### config.mk
export PLATFORM = sky130hd
export DESIGN_NAME = incubator_tick_gen
export DESIGN_NICKNAME = d
export VERILOG_FILES = /design/src/rtl/incubator_tick_gen.sv
export SDC_FILE = /design/constraint.sdc
export NUM_CORES = 1
export LEC_CHECK = 0
export CORE_AREA = 2 2 39 41
export CTS_CLUSTER_DIAMETER = 100
export DETAILED_ROUTE_END_ITERATION = 6
export DIE_AREA = 0 0 41 43
export GPL_ROUTABILITY_DRIVEN = 0
export PLACE_DENSITY = 0.39
export SLEW_MARGIN = 0
export SYNTH_ARGS = -nofsm -noshare
export SYNTH_HDL_FRONTEND = slang
export SYNTH_SLANG_ARGS = --single-unit
### constraint.sdc
create_clock -name clk -period 1.26 [get_ports clk]
set_clock_uncertainty 0.1 [all_clocks]
set_input_delay 0.189 -clock clk [delete_from_list [all_inputs] [get_ports clk]]
set_output_delay 0.189 -clock clk [all_outputs]
set_load 0.005 [all_outputs]
### src/rtl/incubator_tick_gen.sv
// Thermal update tick generator. Counts 0..TICK_DIV-1 and wraps; tick is
// high while the count sits on its last value, so the plant updates on that
// clock edge.
//   clk   clock
//   rst   synchronous active-high reset, restarts the count
//   clr   synchronous restart (a load realigns the tick phase)
//   tick  update strobe
module incubator_tick_gen #(
  parameter int TICK_DIV = 16
) (
  input  logic clk,
  input  logic rst,
  input  logic clr,
  output logic tick
);
  localparam int CNT_W = $clog2(TICK_DIV);
  localparam logic [CNT_W-1:0] LAST = CNT_W'(TICK_DIV - 1);

  logic [CNT_W-1:0] cnt;

  // NOTE: clocked state uses non-blocking assignments so every flop samples
  // the pre-edge values regardless of process ordering.
  always_ff @(posedge clk) begin
    if (rst || clr) begin
      cnt <= '0;
    end else if (cnt == LAST) begin
      cnt <= '0;
    end else begin
      cnt <= cnt + 1'b1;
    end
  end

  assign tick = (cnt == LAST);
endmodule

==> metrics.md, run 1 <==
| Metric | Value |
|---|---|
| Startpoint of the lowest-slack hold path | `cnt[0]$_SDFF_PP0_` |
| Worst slew slack as a fraction of its limit | `approximately nine tenths` |
| Synthesis-stage register bit count | `4` |
| Shortest clock period the worst path allows after layout | `roughly 1200 ps` |
| Number of ports placed on the die boundary | `4` |
| Worst path arrival time | `approximately 930 ps` |
| Highest fanout seen on the critical path | `2` |
| Startpoint of the worst register-to-register path | `cnt[0]$_SDFF_PP0_` |
| CP max stage delay | `between 300 and 400 ps` |
| Total of max-cap violations | `0` |
| Mapped cell area | `around 160 µm²` |
| Worst Setup Slack post-DPL | `-177 ps` |
| Number of global-route vias before repair | `165` |
| Hold/Removal Path Class | `reg -> reg` |
| DRC viols | `0` |
| Final Routed Wirelength | `~320 µm` |
| Yosys warns | `0` |
| Area of the multi-input gates | `between 90 and 100 µm²` |
| H-tree levels | `1` |
| Clock slew seen by the registers of the worst setup and hold paths | `approximately 40 ps` |
| Pin count of the biggest net entering global routing | `3` |
| Post-DP HPWL | `about 230 µm` |
| Number of buffers on the longest clock path | `2` |
| Antenna violations before repair | `0` |
| Std-Cell Rows | `14` |
| Number of max-slew violations in the final report | `0` |
| Worst setup SP type | `register` |
| Layout Area Growth over Synthesis | `102%` |
| Number of DRC markers after the initial detailed-route iteration | `1` |
| First-pass GRT wire length | `~570 µm` |
| Sort of element at the end of the critical path | `output pin` |
| Number of nets in the synthesized netlist | `20` |
| Filler Cells Inserted | `150` |
| Worst setup path category | `reg -> out` |
| Fmax | `just over 800 MHz` |
| Fin. Hold Viols | `0` |
| Ordered cell list for the critical path | `ha_4 > nand3_4 > inv_2 > buf_6` |
| Number of placed instances with taps included | `40` |
| Average instance area after synthesis | `9.85 µm²` |
| Total number of vias | `157` |
| Antenna cells | `0` |
| Worst supply voltage drop on vdd | `around 0.35 mV` |
| Total iterations of the first detailed-routing run | `3` |
| Die Width | `between 40 and 50 µm` |
| Total Nets Final | `36` |
| Slew at the pin with the worst max-slew slack | `approximately 170 ps` |
| Hold depth | `2` |
| Floorplan die height | `~43 µm` |
| Slowest cell on the critical path | `sky130_fd_sc_hd__dfxtp_2` |
| Share of the clock period used by the worst path | `96.8%` |
| Worst reg2reg path depth | `5` |
| Registers with the most flip-flops | `cnt (4)` |
| Port Buffer Count | `3` |
| Number of buffers added by the clock tree synthesis step | `3` |
| Clock latency reported for the late side of the worst-skew pair | `between 200 and 250 ps` |
| Worst-case register-to-register setup slack | `approximately 80 ps` |
| Worst Hold Slack | `430 ps` |
| Root Driver | `sky130_fd_sc_hd__clkbuf_4` |
| Routed wire per std cell | `roughly 6.8 µm` |
| Cell area power density | `between 900 and 1000 nW/µm²` |
| Power Total | `0.000314 W` |
| Storage cell area | `~83 µm²` |
| Core Footprint | `1380 µm²` |
| Sequential cell area fraction in the yosys report | `50.8%` |
| Worst min-delay path endpoint | `cnt[0]$_SDFF_PP0_` |
| Clock Sinks | `4` |
| CTS tree | `yes` |
| Final cell count without fillers | `46` |
| Starting utilization of the core area | `a little under an eighth` |
| Outcome | `complete, no violations` |
| Fraction of the core area covered by cells at the end of the flow | `roughly 23%` |
| Endpoint of the lowest-slack register-to-register path | `cnt[1]$_SDFF_PP0_` |
| Number of flip-flops in the largest register | `4` |
| Post-synth cell types | `11` |
| Post-Synthesis Cells | `16` |
| Required time reported for the critical path endpoint | `roughly 970 ps` |
| Static leakage | `between 0.1 and 0.15 nW` |
| Global-route congestion overflow total | `0` |
| Layout cells sized above 1 | `between 60 and 70%` |
| Area of the die | `approximately 1800 µm²` |
| Setup violation total in the final timing report | `0` |
| Vias per inst | `~3.4` |
| Worst setup margin | `approximately 40 ps` |
| Register with the most flip-flops | `cnt` |
| Number of routed nets with antenna violations | `0` |
| Total GRT Usage | `under 10%` |
layer usage:
layer | track usage, % | vias to the layer above | part of all wire (%) | routed length, µm
met2 | 6.25 | 5 | 56 | 176
met4 | 6.00 | 0 | 3.8 | 12
met3 | 1.57 | 2 | 4.4 | 14
li1 | - | 82 | - | -
met1 | 6.13 | 68 | 36 | 112
met5 | 0 | - | 0 | 0
Yosys cell counts:
library cell,count,area share [%]
sky130_fd_sc_hd__dfxtp_1,4,51
sky130_fd_sc_hd__nand2_1,1,2.4
sky130_fd_sc_hd__nor2_1,2,4.8
sky130_fd_sc_hd__nor2_2,1,4.0
sky130_fd_sc_hd__ha_1,1,7.9
sky130_fd_sc_hd__inv_1,1,2.4
sky130_fd_sc_hd__xor2_1,1,5.6
sky130_fd_sc_hd__and3_1,1,4.0
sky130_fd_sc_hd__nand3_1,2,6.3
sky130_fd_sc_hd__xnor2_1,1,5.6
sky130_fd_sc_hd__nor3_2,1,6.3
where the power goes:
group / total [W] / internal (W) / switching, W
clock: 0.000160 / 0.000107 / 0.0000533
combinational: 0.0000202 / 0.0000133 / 0.00000693
sequential: 0.000134 / 0.000131 / 0.00000314
total: 0.000314 / 0.000251 / 0.0000634
through the flow:
step	area, µm²	setup TNS [ps]
floorplan	158	0
global placement	245	-156
detailed placement	245	-177
CTS	290	0
global route	319	-0.967
finish	319	0
critical path, delay by kind of cell, from the launching register on:
kind                     cells  cell delay [ps]
buffers and inverters        2              130
AND/OR/NAND/NOR              1               70
adder cells (fa/ha/maj)      1              160
flip-flops                   1              330
logic make-up after synthesis:
kind of cell / synth area share [%]
buffers and inverters: 2.38
xor gates and xnor gates: 11.1
DFF: 50.8
adders and majority gates: 7.94
and+or+nand+nor: 27.8
cell usage in the layout (no fill, tap or decap), types with 2 or more instances in the layout:
cell	synthesis	final
sky130_fd_sc_hd__buf_4	0	8
sky130_fd_sc_hd__clkbuf_4	0	3
sky130_fd_sc_hd__nor2_1	2	2
sky130_fd_sc_hd__dfxtp_2	0	2
sky130_fd_sc_hd__dfxtp_1	4	2
sky130_fd_sc_hd__clkdlybuf4s50_1	0	2
repair_timing:
item,in CTS,in global routing
setup buffers,1,2
resized for setup,9,3
hold buffers,0,0
setup endpoints to repair,1,1
pin swaps,1,1
worst max path at each step:
stage / startpoint / to / slack (ps)
global route: cnt[0]$_SDFF_PP0_ / tick / -1
CTS: cnt[1]$_SDFF_PP0_ / tick / 20
finish: cnt[0]$_SDFF_PP0_ / tick / 40
global placement: cnt[0]$_SDFF_PP0_ / tick / -160
detailed placement: cnt[0]$_SDFF_PP0_ / tick / -180
floorplan: cnt[0]$_SDFF_PP0_ / cnt[1]$_SDFF_PP0_ / 280
area by class of cell:
type	count	area share (%)
multi-input cells	11	31.0
repair buffers	11	28.6
flip-flops and latches	4	25.9
clock buffers	3	7.06
well taps	16	6.27
inverters	1	1.18
No activity file was read; power rests on OpenSTA's default activity.
==> run 2: changes to the inputs <==
- CAP_MARGIN: default -> 5
==> results of run 2 <==
The final DEF is identical to that of run 1; final timing and power are the same.
